==> config.mk <==
export PLATFORM = sky130hd
export DESIGN_NAME = vga_mono_filter
export DESIGN_NICKNAME = d
export VERILOG_FILES = /design/src/rtl/vga_mono_filter.sv
export SDC_FILE = /design/constraint.sdc
export NUM_CORES = 1
export LEC_CHECK = 0
export CAP_MARGIN = 0
export CORE_UTILIZATION = 30
export CTS_BUF_LIST = sky130_fd_sc_hd__clkbuf_4 sky130_fd_sc_hd__clkbuf_8 sky130_fd_sc_hd__clkbuf_16
export CTS_CLUSTER_SIZE = 14
export DETAILED_ROUTE_END_ITERATION = 8
export GPL_ROUTABILITY_DRIVEN = 0
export PLACE_DENSITY = 0.42
export SLEW_MARGIN = 40
export SYNTH_ARGS = -nofsm -noshare
export SYNTH_HDL_FRONTEND = slang
export SYNTH_SLANG_ARGS = --single-unit
==> constraint.sdc <==
create_clock -name clk_vga -period 5.5 [get_ports clk_vga]
set_input_delay 0.825 -clock clk_vga [delete_from_list [all_inputs] [get_ports clk_vga]]
set_output_delay 0.825 -clock clk_vga [all_outputs]
set_load 0.005 [all_outputs]
==> src/rtl/vga_mono_filter.sv <==
// ---------------------------------------------------------------------------
// vga_mono_filter
//
// Registered colour stage between the system core's 6-bit RGB/sync outputs
// and the VGA pins. Computes BT.709 luma with integer weights
// (54*R + 183*G + 18*B) >> 8 and applies a monochrome tint (green, amber,
// white) or passes the colour straight through. Pixels and syncs share a
// fixed 3-cycle latency so they stay aligned on the pins.
//
// The display mode comes from the core's mode request or from a local
// debounced push-button. Requests are collected in a pending register and
// committed only when vsync_in moves to its active level, so a frame is
// never split between two modes.
//
// Ports:
//   clk_vga     in   1  pixel clock
//   rst_n       in   1  synchronous reset, active low
//   r_in/g_in/b_in in 6 colour from core
//   hsync_in    in   1  core hsync
//   vsync_in    in   1  core vsync
//   mode_req    in   2  core mode request: 00 colour, 01 green, 10 amber,
//                      11 white
//   btn_n       in   1  asynchronous mode-cycle button, active low
//   r_out/g_out/b_out out 6 colour to pins
//   hsync_out   out  1  hsync delayed by 3 cycles
//   vsync_out   out  1  vsync delayed by 3 cycles
//   mode_active out  2  mode currently applied by the output mux
//
// Handshake: none. Every input is sampled on every rising clk_vga edge and
// every output is a register updated on every edge; there is no valid or
// ready qualifier on the pixel stream.
//
// Debug: the debouncer state is held in r_db_state (type db_state_t) and
// the pending mode in r_pend for hierarchical observation.
// ---------------------------------------------------------------------------
module vga_mono_filter #(
  parameter int   DEBOUNCE_CYCLES = 571428,
  parameter logic HSYNC_POL       = 1'b0,
  parameter logic VSYNC_POL       = 1'b0
) (
  input  logic       clk_vga,
  input  logic       rst_n,
  input  logic [5:0] r_in,
  input  logic [5:0] g_in,
  input  logic [5:0] b_in,
  input  logic       hsync_in,
  input  logic       vsync_in,
  input  logic [1:0] mode_req,
  input  logic       btn_n,
  output logic [5:0] r_out,
  output logic [5:0] g_out,
  output logic [5:0] b_out,
  output logic       hsync_out,
  output logic       vsync_out,
  output logic [1:0] mode_active
);

  // Counter must hold DEBOUNCE_CYCLES-1; keep at least one bit.
  localparam int CW = (DEBOUNCE_CYCLES > 1) ? $clog2(DEBOUNCE_CYCLES) : 1;
  localparam logic [CW-1:0] CNT_MAX = CW'(DEBOUNCE_CYCLES - 1);

  localparam logic [1:0] MODE_COLOUR = 2'b00;
  localparam logic [1:0] MODE_GREEN  = 2'b01;
  localparam logic [1:0] MODE_AMBER  = 2'b10;
  localparam logic [1:0] MODE_WHITE  = 2'b11;

  typedef enum logic [1:0] {
    RELEASED     = 2'd0,
    PRESS_WAIT   = 2'd1,
    PRESSED      = 2'd2,
    RELEASE_WAIT = 2'd3
  } db_state_t;

  // -------------------------------------------------------------------------
  // Pipeline stage 1: weighted products plus raw colour and syncs
  // -------------------------------------------------------------------------
  logic [13:0] r_s1_pr;
  logic [13:0] r_s1_pg;
  logic [13:0] r_s1_pb;
  logic [5:0]  r_s1_r;
  logic [5:0]  r_s1_g;
  logic [5:0]  r_s1_b;
  logic        r_s1_hs;
  logic        r_s1_vs;

  always_ff @(posedge clk_vga) begin
    if (!rst_n) begin
      r_s1_pr <= '0;
      r_s1_pg <= '0;
      r_s1_pb <= '0;
      r_s1_r  <= '0;
      r_s1_g  <= '0;
      r_s1_b  <= '0;
      r_s1_hs <= ~HSYNC_POL;
      r_s1_vs <= ~VSYNC_POL;
    end else begin
      r_s1_pr <= 14'(r_in) * 14'd54;
      r_s1_pg <= 14'(g_in) * 14'd183;
      r_s1_pb <= 14'(b_in) * 14'd18;
      r_s1_r  <= r_in;
      r_s1_g  <= g_in;
      r_s1_b  <= b_in;
      r_s1_hs <= hsync_in;
      r_s1_vs <= vsync_in;
    end
  end

  // -------------------------------------------------------------------------
  // Pipeline stage 2: luma. Weights sum to 255, so the largest sum is
  // 255*63 = 16065 and Y tops out at 62: six bits always suffice.
  // -------------------------------------------------------------------------
  logic [15:0] w_sum;
  logic [5:0]  w_y;

  assign w_sum = 16'(r_s1_pr) + 16'(r_s1_pg) + 16'(r_s1_pb);
  assign w_y   = 6'(w_sum >> 8);

  logic [5:0] r_s2_y;
  logic [5:0] r_s2_r;
  logic [5:0] r_s2_g;
  logic [5:0] r_s2_b;
  logic       r_s2_hs;
  logic       r_s2_vs;

  always_ff @(posedge clk_vga) begin
    if (!rst_n) begin
      r_s2_y  <= '0;
      r_s2_r  <= '0;
      r_s2_g  <= '0;
      r_s2_b  <= '0;
      r_s2_hs <= ~HSYNC_POL;
      r_s2_vs <= ~VSYNC_POL;
    end else begin
      r_s2_y  <= w_y;
      r_s2_r  <= r_s1_r;
      r_s2_g  <= r_s1_g;
      r_s2_b  <= r_s1_b;
      r_s2_hs <= r_s1_hs;
      r_s2_vs <= r_s1_vs;
    end
  end

  // -------------------------------------------------------------------------
  // Pipeline stage 3: mode mux driven by the committed mode
  // -------------------------------------------------------------------------
  logic [1:0] r_mode_active;
  logic [5:0] w_mux_r;
  logic [5:0] w_mux_g;
  logic [5:0] w_mux_b;

  always_comb begin
    w_mux_r = r_s2_r;
    w_mux_g = r_s2_g;
    w_mux_b = r_s2_b;
    case (r_mode_active)
      MODE_COLOUR: begin
        w_mux_r = r_s2_r;
        w_mux_g = r_s2_g;
        w_mux_b = r_s2_b;
      end
      MODE_GREEN: begin
        w_mux_r = '0;
        w_mux_g = r_s2_y;
        w_mux_b = '0;
      end
      MODE_AMBER: begin
        w_mux_r = r_s2_y;
        w_mux_g = r_s2_y >> 1;
        w_mux_b = '0;
      end
      MODE_WHITE: begin
        w_mux_r = r_s2_y;
        w_mux_g = r_s2_y;
        w_mux_b = r_s2_y;
      end
      default: begin
        w_mux_r = r_s2_r;
        w_mux_g = r_s2_g;
        w_mux_b = r_s2_b;
      end
    endcase
  end

  logic [5:0] r_s3_r;
  logic [5:0] r_s3_g;
  logic [5:0] r_s3_b;
  logic       r_s3_hs;
  logic       r_s3_vs;

  always_ff @(posedge clk_vga) begin
    if (!rst_n) begin
      r_s3_r  <= '0;
      r_s3_g  <= '0;
      r_s3_b  <= '0;
      r_s3_hs <= ~HSYNC_POL;
      r_s3_vs <= ~VSYNC_POL;
    end else begin
      r_s3_r  <= w_mux_r;
      r_s3_g  <= w_mux_g;
      r_s3_b  <= w_mux_b;
      r_s3_hs <= r_s2_hs;
      r_s3_vs <= r_s2_vs;
    end
  end

  assign r_out     = r_s3_r;
  assign g_out     = r_s3_g;
  assign b_out     = r_s3_b;
  assign hsync_out = r_s3_hs;
  assign vsync_out = r_s3_vs;

  // -------------------------------------------------------------------------
  // Button synchronizer and debouncer
  // -------------------------------------------------------------------------
  logic [1:0] r_btn_sync;
  logic       w_bs;

  always_ff @(posedge clk_vga) begin
    if (!rst_n) begin
      r_btn_sync <= 2'b11;
    end else begin
      r_btn_sync <= {r_btn_sync[0], btn_n};
    end
  end

  assign w_bs = r_btn_sync[1];

  db_state_t     r_db_state;
  db_state_t     w_db_next;
  logic [CW-1:0] r_db_cnt;
  logic [CW-1:0] w_db_cnt_next;
  logic          w_accept;

  always_ff @(posedge clk_vga) begin
    if (!rst_n) begin
      r_db_state <= RELEASED;
      r_db_cnt   <= '0;
    end else begin
      r_db_state <= w_db_next;
      r_db_cnt   <= w_db_cnt_next;
    end
  end

  // The counter is compared before it increments, so each wait state lasts
  // DEBOUNCE_CYCLES cycles of a stable level. Accept fires once, on the
  // PRESS_WAIT -> PRESSED transition; holding the button never repeats it.
  always_comb begin
    w_db_next     = r_db_state;
    w_db_cnt_next = r_db_cnt;
    w_accept      = 1'b0;
    case (r_db_state)
      RELEASED: begin
        if (!w_bs) begin
          w_db_next     = PRESS_WAIT;
          w_db_cnt_next = '0;
        end
      end
      PRESS_WAIT: begin
        if (w_bs) begin
          w_db_next = RELEASED;
        end else if (r_db_cnt == CNT_MAX) begin
          w_db_next = PRESSED;
          w_accept  = 1'b1;
        end else begin
          w_db_cnt_next = r_db_cnt + 1'b1;
        end
      end
      PRESSED: begin
        if (w_bs) begin
          w_db_next     = RELEASE_WAIT;
          w_db_cnt_next = '0;
        end
      end
      RELEASE_WAIT: begin
        if (!w_bs) begin
          w_db_next = PRESSED;
        end else if (r_db_cnt == CNT_MAX) begin
          w_db_next = RELEASED;
        end else begin
          w_db_cnt_next = r_db_cnt + 1'b1;
        end
      end
      default: begin
        w_db_next     = RELEASED;
        w_db_cnt_next = '0;
      end
    endcase
  end

  // -------------------------------------------------------------------------
  // Pending mode and commit at the vsync active edge
  // -------------------------------------------------------------------------
  logic [1:0] r_mreq_prev;
  logic [1:0] r_pend;
  logic       r_vs_prev;
  logic       w_mreq_chg;
  logic       w_vs_edge;

  assign w_mreq_chg = (mode_req != r_mreq_prev);
  assign w_vs_edge  = (vsync_in == VSYNC_POL) && (r_vs_prev != VSYNC_POL);

  always_ff @(posedge clk_vga) begin
    if (!rst_n) begin
      r_mreq_prev   <= 2'b00;
      r_pend        <= 2'b00;
      r_vs_prev     <= ~VSYNC_POL;
      r_mode_active <= 2'b00;
    end else begin
      r_mreq_prev <= mode_req;
      r_vs_prev   <= vsync_in;
      // A core request outranks a simultaneous button press; the press is
      // dropped rather than applied on top of the request.
      if (w_mreq_chg) begin
        r_pend <= mode_req;
      end else if (w_accept) begin
        r_pend <= r_pend + 2'd1;
      end
      // Commit uses the pend value held before this edge.
      if (w_vs_edge) begin
        r_mode_active <= r_pend;
      end
    end
  end

  assign mode_active = r_mode_active;

endmodule

==> flow_metrics.py, run 1 <==
metrics = {
    "run_status": {
        "status": "finished, final reports clean",
    },
    "timing": {
        "final_hold_viol_count": 0,
        "maxSlewHeadroom": 0.5436,
        "fmax_ghz": 0.2287,
        "min_period_over_period": 0.7950,
        "tns_ps": 0,
        "clock_skew_ps": 8.122,
        "tightest_slew_ps": 684.5,
        "maxSlewViolCount": 0,
        "setup_ws_ps": 1127,
        "fin_crit_ps": 4373,
        "timing.hold.ws_ps": 405.8,
        "rsz0062_at_grt": "no",
        "setup_viol": 0,
    },
    "routing": {
        "viasPerCell": 4.454,
        "postRouteWirelength_um": 12970,
        "ant_nets": 0,
        "dr.pass1.iters": 4,
        "vias": 4298,
        "drc": 0,
        "first_iter_violations": 157,
        "routedWlPerCell_um": 13.44,
    },
    "critical_path": {
        "cp_common_cell": "fa_1",
        "worstPathCellList": "clkdlybuf4s50_1, fa_1, inv_1, fa_1, inv_1, fa_1, ha_1, nor2b_1, o31ai_2, a21oi_1, o41ai_2, xnor2_1, and2_1",
        "path_buf_inv": 3,
        "ff2ff_path_depth": 8,
        "worst_path_largest_cell_delay_ps": 580,
        "worst-path-max-fanout": 5,
        "critPathLaunchType": "primary input",
        "cp_slowest_cell": "fa_1",
        "rr_startpoint": "r_s1_pr[8]",
        "crit_type": "primary input to register",
        "end_kind": "register",
        "required_ps": 5800,
        "cp_top_family": "adder cells",
        "rrSetupSlack_ps": 2930,
        "worstPathArrival_ps": 4670,
        "r2r-end": "r_s2_y[5]",
    },
    "finish": {
        "design_area_mm2": 0.007689,
        "fin_util": 0.3752,
        "layout-drive-gt1-share": 0.06331,
        "regArea_mm2": 0.002524,
        "fillers": 2074,
        "multiInputGateArea_mm2": 0.003612,
        "area_growth_pct": 20.92,
        "diodes": 0,
        "instances_no_fill": 965,
        "final_net_count": 803,
    },
    "worst_hold_path": {
        "holdPathStages": 1,
        "hold_path_end": "vsync_out",
        "hp-class": "register to register",
        "hold_path_startpoint": "r_s2_vs",
    },
    "job": {
        "maxCapViolations": 0,
    },
    "clocking": {
        "numCtsBuffers": 17,
        "cts_resized": 0,
        "holdBufCountCts": 0,
        "cts_num_sinks": 126,
        "clk_pin_slew_ps": 60,
        "post_cts_buffers": 0,
        "clock_latency_ps": 410,
        "clockRootBuffer": "clkbuf_16",
        "cts_tree": "yes",
        "clk_path_buf_depth": 2,
        "cts.htree.levels": 4,
    },
    "floorplan": {
        "die_h_um": 147.6,
        "io_pins": 47,
        "num_rows": 52,
        "die_x_um": 147.6,
        "initial_utilization": 0.3103,
        "die-area_mm2": 0.02178,
        "core_mm2": 0.02049,
    },
    "placement": {
        "io_buffers": 46,
        "placed_cell_area_mm2": 0.007087,
        "dp_slack_ps": 727.7,
        "place_inst": 933,
        "place_hpwl_um": 10130,
    },
    "power_and_ir_drop": {
        "leakage_nw": 3.270,
        "p_sw_frac": 0.3077,
        "comb_power_share": 0.258,
        "irDropWorstVdd_v": 0.0001376,
        "intPower_mw": 2.050,
        "cellPowerDensity_mw_per_mm2": 385.1,
        "p_sw_uw": 911.0,
        "power.total_mw": 2.961,
        "seqPwrFrac": 0.364,
        "clkPwrFrac": 0.378,
    },
    "yosys": {
        "synth_nets": 756,
        "syn_area_per_cell_um2": 10.01,
        "synth_cells": 635,
        "netlist_area_mm2": 0.006359,
        "netlist.area_leader.share": 0.3967,
        "ys_ff_latch": 126,
        "synth_ff_type": "dfxtp_1",
        "yosysTopAreaCell": "dfxtp_1",
        "synth_edf_count": 0,
        "synth_commonest_cells": "dfxtp_1 (126), ha_1 (68), and2_1 (63), inv_1 (40), nor2_1 (39)",
        "postSynth.asyncResetShare": 0,
        "ys_warn_count": 0,
        "synth-seq-area-share": 0.3967,
        "synth_most_common_cell": "dfxtp_1",
        "yosysUniqueCellTypes": 49,
        "synth_area_leaders": "dfxtp_1 (40%), ha_1 (13%), fa_1 (8.8%)",
    },
    "global_routing": {
        "grt-ovfl-total": 0,
        "grt_max_degree": 83,
        "grt.total_usage": 0.1302,
        "antenna_found_initial": 0,
        "first_global_vias": 4417,
        "grt_pass1_wl_um": 22080,
    },
}
cells by family after synthesis:
family,after synthesis,synth area share
xor+xnor,38,0.05352
buf+inv,60,0.03620
simple gates,215,0.1844
mux,9,0.01436
flops,126,0.3967
fa+ha+maj,96,0.2220
compound gates,91,0.09288
flip-flops by register name, indices dropped and copies added (netlist names), 2 cells and up, named ones only:
register	flops
r_s1_pr	11
r_s2_y	6
r_s1_g	5
r_mreq_prev	2
r_s1_r	5
r_s1_pb	10
b_out	6
r_s2_r	6
r_out	6
r_s1_pg	14
r_btn_sync	2
g_out	6
r_pend	2
r_s2_b	6
r_s1_b	3
r_s2_g	6
mode_active	2
r_db_cnt	20
layout by cell type, fill, tap and decap left out, drive strengths merged, types with 3 or more instances in the layout:
master | synthesis | final
dfxtp | 126 | 126
ha | 68 | 68
and2 | 63 | 63
inv | 40 | 49
clkdlybuf4s50 | 0 | 45
nor2 | 39 | 39
nand2 | 31 | 31
fa | 28 | 28
xor2 | 27 | 27
o21ai | 26 | 26
a21oi | 24 | 24
nand3 | 21 | 21
clkbuf | 17 | 17
nor2b | 14 | 14
nand2b | 13 | 13
xnor2 | 11 | 11
nand4 | 10 | 10
a22oi | 9 | 9
mux2i | 8 | 8
a21boi | 7 | 7
a21o | 6 | 6
o21a | 5 | 5
nor3b | 5 | 5
a211oi | 4 | 4
and3 | 4 | 4
nor3 | 3 | 3
clkinvlp | 0 | 3
nor4 | 3 | 3
layout make-up:
cell class                      instances  area share
Clock buffer                           17     0.05533
Clock inverter                         15     0.02246
Inverter                               41     0.02002
Multi-Input combinational cell        449      0.4698
Sequential cell                       126      0.3282
Tap cell                              270     0.04394
Timing Repair Buffer                   47     0.06021
per-layer routing:
metal / vias up / wire length [um] / global-route usage
met2: 56 / 5936 / 0.2108
met4: 0 / 173 / 0.04485
met5: - / 0 / 0
li1: 2229 / - / -
met3: 11 / 396 / 0.03395
met1: 2002 / 6468 / 0.1673
how the worst max path moves through the flow:
stage / startpoint / endpoint / slack (ps) / depth (start not counted)
finish: g_in[3] / r_s1_pg[13] / 1130 / 13
global route: g_in[3] / r_s1_pg[13] / 860 / 13
CTS: g_in[5] / r_s1_pg[13] / 1130 / 13
detailed placement: g_in[3] / r_s1_pg[13] / 730 / 13
global placement: g_in[3] / r_s1_pg[13] / 800 / 13
floorplan: g_in[3] / r_s1_pg[13] / 1560 / 12
power groups by stage:
stage	clock network (mW)	logic (mW)	registers [mW]
after floorplan	0	0.580	1.07
after global placement	0	0.764	1.10
after detailed placement	0	0.771	1.10
after CTS	1.15	0.779	1.08
after global routing	1.19	0.884	1.09
final	1.12	0.765	1.08
Power figures use the tool's default switching activity.
==> run 2: changes to the inputs <==
==> constraint.sdc (replaced) <==
create_clock -name clk_vga -period 4.3 [get_ports clk_vga]
set_input_delay 0.645 -clock clk_vga [delete_from_list [all_inputs] [get_ports clk_vga]]
set_output_delay 0.645 -clock clk_vga [all_outputs]
set_load 0.005 [all_outputs]
==> run 2 against run 1 <==
  * Register-to-register slack lost 1200 ps
  * Wire length increased by 1.6%
  * Non-clock buffer count grew 10
  * Core utilization increased by 0.45 points
  * Critical endpoint unchanged
  * Worst hold slack about the same
  * Sequential power rose by 28%
==> flow_metrics.py, run 2 (synthesized netlist as in run 1, its figures left out) <==
metrics = {
    "run_status": {
        "status": "finished, final reports clean",
    },
    "floorplan": {
        "num_rows": 52,
        "core_mm2": 0.02049,
        "die-area_mm2": 0.02178,
        "io_pins": 47,
        "initial_utilization": 0.3103,
        "die_x_um": 147.6,
        "die_h_um": 147.6,
    },
    "finish": {
        "largest_register": "r_db_cnt",
        "area_growth_pct": 22.37,
        "fin_util": 0.3797,
        "instances_no_fill": 975,
        "final_common_cell": "dfxtp_1",
        "final_cell_mix": "dfxtp_1 (126), ha_1 (68), and2_1 (63)",
        "design_area_mm2": 0.007781,
        "final_net_count": 813,
        "largest_register_ffs": 20,
        "diodes": 0,
        "top_regs": "r_db_cnt: 20 flops, r_s1_pg: 14 flops, r_s1_pr: 11 flops",
        "layout-drive-gt1-share": 0.07376,
    },
    "routing": {
        "viasPerCell": 4.455,
        "ant_nets": 0,
        "drc": 0,
        "routedWlPerCell_um": 13.52,
        "vias": 4344,
        "dr.pass1.iters": 4,
        "first_iter_violations": 137,
        "postRouteWirelength_um": 13180,
    },
    "clocking": {
        "numCtsBuffers": 17,
        "cts.htree.levels": 4,
        "cts_num_sinks": 126,
        "cts_resized": 0,
        "clockRootBuffer": "clkbuf_16",
        "cts_tree": "yes",
        "post_cts_buffers": 0,
        "holdBufCountCts": 0,
        "clk_path_buf_depth": 2,
        "clk_pin_slew_ps": 50,
        "clock_latency_ps": 410,
    },
    "timing": {
        "clock_skew_ps": 8.669,
        "tightest_slew_ps": 803.8,
        "fin_crit_ps": 3973,
        "rsz0062_at_grt": "no",
        "timing.hold.ws_ps": 406.3,
        "maxSlewHeadroom": 0.4634,
        "maxSlewViolCount": 0,
        "min_period_over_period": 0.9241,
        "fmax_ghz": 0.2517,
        "final_hold_viol_count": 0,
        "setup_viol": 0,
    },
    "critical_path": {
        "critPathLaunchType": "primary input",
        "crit_type": "primary input to register",
        "required_ps": 4600,
        "worst-path-max-fanout": 3,
        "end_kind": "register",
        "worstPathArrival_ps": 4270,
    },
    "job": {
        "maxCapViolations": 0,
    },
    "global_routing": {
        "grt.total_usage": 0.1319,
        "antenna_found_initial": 0,
        "grt_pass1_wl_um": 22410,
        "grt_max_degree": 78,
        "grt-ovfl-total": 0,
        "first_global_vias": 4437,
    },
    "placement": {
        "placed_cell_area_mm2": 0.007162,
        "io_buffers": 46,
        "place_inst": 943,
        "place_hpwl_um": 10240,
    },
    "power_and_ir_drop": {
        "power.total_mw": 3.859,
        "leakage_nw": 3.331,
        "cellPowerDensity_mw_per_mm2": 495.9,
        "irDropWorstVdd_v": 0.0002150,
    },
    "worst_hold_path": {
        "hp-class": "register to register",
    },
}
## run 2: critical path, cell delays in order
cell and delay [ps]:
clkdlybuf4s50_1 450, fa_1 550, inv_1 70, fa_1 540
inv_1 60, fa_1 480, ha_1 320, nor2b_1 150
o31ai_2 240, a21oi_1 180, o41ai_2 350, xnor2_1 90
and2_1 150
## run 2: per-layer routing
layer,vias to the layer above,track usage,share of wire
li1,2263,-,-
met1,2010,0.1695,0.49
met2,59,0.2144,0.47
met3,12,0.03364,0.032
met4,0,0.04485,0.011
met5,-,0,0
## run 2: area by class of cell
type                       instances  area (um2)
clock buffer                      18       439.2
sequential                       126        2522
fill                            2038       12710
tap                              270       337.8
timing repair buffer              57       538.0
multi-input combinational        449        3610
clock inverter                    14       180.2
inverter                          41       153.9
## run 2: final timing paths
kind	endpoint	start	cells after the start	slack, ps
max	r_s1_pg[13]	g_in[3]	13	330
min reg2reg	hsync_out	r_s2_hs	1	410
min	hsync_out	r_s2_hs	1	410
max reg2reg	r_s2_y[5]	r_s1_pr[4]	8	1770
## run 2: where the power goes
group | internal (mW) | switching [mW]
registers | 1.29 | 0.0858
logic | 0.480 | 0.527
clock network | 0.936 | 0.540
total | 2.71 | 1.15
## run 2: through the flow
stage	worst slack, ps	setup TNS [ps]
3_5_place_dp	-45.16	-45.16
2_1_floorplan	543.6	0
5_1_grt	157.3	0
4_1_cts	338.3	0
3_3_place_gp	-63.45	-63.45
6_report	326.6	0
==> run 3: changes to the inputs <==
--- a/config.mk
+++ b/config.mk
@@ -6,13 +6,12 @@
 export NUM_CORES = 1
 export LEC_CHECK = 0
 export CAP_MARGIN = 0
-export CORE_UTILIZATION = 30
+export CORE_UTILIZATION = 59
 export CTS_BUF_LIST = sky130_fd_sc_hd__clkbuf_4 sky130_fd_sc_hd__clkbuf_8 sky130_fd_sc_hd__clkbuf_16
 export CTS_CLUSTER_SIZE = 14
 export DETAILED_ROUTE_END_ITERATION = 8
 export GPL_ROUTABILITY_DRIVEN = 0
-export PLACE_DENSITY = 0.42
-export SLEW_MARGIN = 40
+export PLACE_DENSITY = 0.76
 export SYNTH_ARGS = -nofsm -noshare
 export SYNTH_HDL_FRONTEND = slang
 export SYNTH_SLANG_ARGS = --single-unit
==> run 3 against run 2 <==
  * Sequential share of layout area is 0.68 points higher
  * Sequential power hardly changed
  * Sequential cell count is the same
==> flow_metrics.py, run 3 (synthesized netlist as in run 1, its figures left out) <==
metrics = {
    "run_status": {
        "status": "finished, final reports clean",
    },
    "finish": {
        "top_regs": "r_db_cnt: 20 flops, r_s1_pg: 14 flops, r_s1_pr: 11 flops",
        "area_growth_pct": 19.87,
        "instances_no_fill": 836,
        "layout-drive-gt1-share": 0.06571,
        "final_common_cell": "dfxtp_1",
        "final_net_count": 809,
        "largest_register_ffs": 20,
        "design_area_mm2": 0.007622,
        "largest_register": "r_db_cnt",
        "final_cell_mix": "dfxtp_1 (126), ha_1 (68), and2_1 (63)",
        "diodes": 0,
    },
    "worst_hold_path": {
        "hp-class": "register to register",
        "hold_path_startpoint": "r_btn_sync[0]",
        "hold_path_end": "r_btn_sync[1]",
        "holdPathStages": 1,
    },
    "timing": {
        "fmax_ghz": 0.2505,
        "setup_ws_ps": 308.2,
        "maxSlewHeadroom": 0.2783,
        "tns_ps": 0,
        "final_hold_viol_count": 0,
        "fin_crit_ps": 3992,
        "setup_viol": 0,
        "tightest_slew_ps": 1075,
        "timing.hold.ws_ps": 407.1,
        "clock_skew_ps": 7.981,
        "rsz0062_at_grt": "no",
        "min_period_over_period": 0.9283,
        "maxSlewViolCount": 0,
    },
    "routing": {
        "routedWlPerCell_um": 14.78,
        "first_iter_violations": 270,
        "dr.pass1.iters": 4,
        "vias": 4466,
        "drc": 0,
        "ant_nets": 0,
        "postRouteWirelength_um": 12350,
        "viasPerCell": 5.342,
    },
    "clocking": {
        "numCtsBuffers": 17,
        "clockRootBuffer": "clkbuf_8",
        "cts_num_sinks": 126,
        "cts_resized": 0,
        "clk_path_buf_depth": 2,
        "clock_latency_ps": 510,
        "cts_tree": "yes",
        "holdBufCountCts": 0,
        "cts.htree.levels": 4,
        "post_cts_buffers": 0,
        "clk_pin_slew_ps": 50,
    },
    "power_and_ir_drop": {
        "irDropWorstVdd_v": 0.0004117,
        "cellPowerDensity_mw_per_mm2": 522.9,
        "leakage_nw": 3.339,
    },
    "critical_path": {
        "r2r-end": "r_s2_y[5]",
        "rrSetupSlack_ps": 1720,
        "crit_type": "primary input to register",
        "worstPathArrival_ps": 4390,
        "worst-path-max-fanout": 4,
        "rr_startpoint": "r_s1_pr[9]",
        "required_ps": 4700,
        "critPathLaunchType": "primary input",
        "ff2ff_path_depth": 8,
        "end_kind": "register",
    },
    "global_routing": {
        "grt-ovfl-total": 0,
        "grt_max_degree": 66,
        "grt_pass1_wl_um": 21640,
        "first_global_vias": 4546,
        "antenna_found_initial": 0,
        "grt.total_usage": 0.2483,
    },
    "job": {
        "maxCapViolations": 0,
    },
    "floorplan": {
        "core_mm2": 0.01037,
        "die_x_um": 105.8,
        "die-area_mm2": 0.01120,
        "num_rows": 37,
        "initial_utilization": 0.6132,
        "io_pins": 47,
        "die_h_um": 105.8,
    },
    "placement": {
        "dp_slack_ps": -193.9,
        "place_inst": 805,
        "io_buffers": 46,
        "placed_cell_area_mm2": 0.006960,
        "place_hpwl_um": 8995,
    },
}
[run 3: cell count changes in the layout (fill, tap and decap cells not counted), sizes merged]
cell and change:
buf -4, bufinv +3, clkinvlp -2, inv -1, clkinv -1
[run 3: routing by layer]
layer	global-route usage	vias up	wire length, um	share of wire
met4	0.1042	0	214	0.017
met5	0	-	0	0
met3	0.06122	18	479	0.039
met1	0.3149	2104	5640	0.46
met2	0.4034	93	6019	0.49
li1	-	2251	-	-
[run 3: cell type report]
cell class	instances	area [um2]
repair buffers	53	508.0
inverters	41	153.9
clock inverters	13	234.0
well taps	136	170.2
clock buffers	18	427.9
multi-input cells	449	3606
flip-flops and latches	126	2522
fillers	765	2748
[run 3: worst max-delay path, stage by stage]
cell,delay (ps)
clkdlybuf4s50_1,470
fa_1,570
inv_1,60
fa_1,560
inv_1,70
fa_1,480
ha_1,360
nor2b_1,180
o31ai_2,230
a21oi_1,170
o41ai_2,340
xnor2_1,90
and2_1,150
[run 3: how the worst max path moves through the flow]
stage / start / end / cells past startpoint
2_1_floorplan: g_in[3] / r_s1_pg[13] / 12
3_3_place_gp: g_in[3] / r_s1_pg[13] / 13
3_5_place_dp: g_in[3] / r_s1_pg[13] / 13
4_1_cts: g_in[3] / r_s1_pg[13] / 13
5_1_grt: g_in[3] / r_s1_pg[13] / 13
6_report: g_in[3] / r_s1_pg[13] / 13
[run 3: report_power, final]
| part | switching [mW] | internal (mW) | total [mW] |
|---|---|---|---|
| Clock | 0.508 | 1.08 | 1.58 |
| Combinational | 0.551 | 0.480 | 1.03 |
| Sequential | 0.0814 | 1.29 | 1.37 |
| Total | 1.14 | 2.85 | 3.99 |
[run 3: through the flow]
stage            util  power (mW)
6_report       0.7350       3.986
5_1_grt        0.7350       4.225
4_1_cts        0.7350       4.004
3_5_place_dp   0.6712       2.397
3_3_place_gp   0.6712       2.360
2_1_floorplan       -       2.108
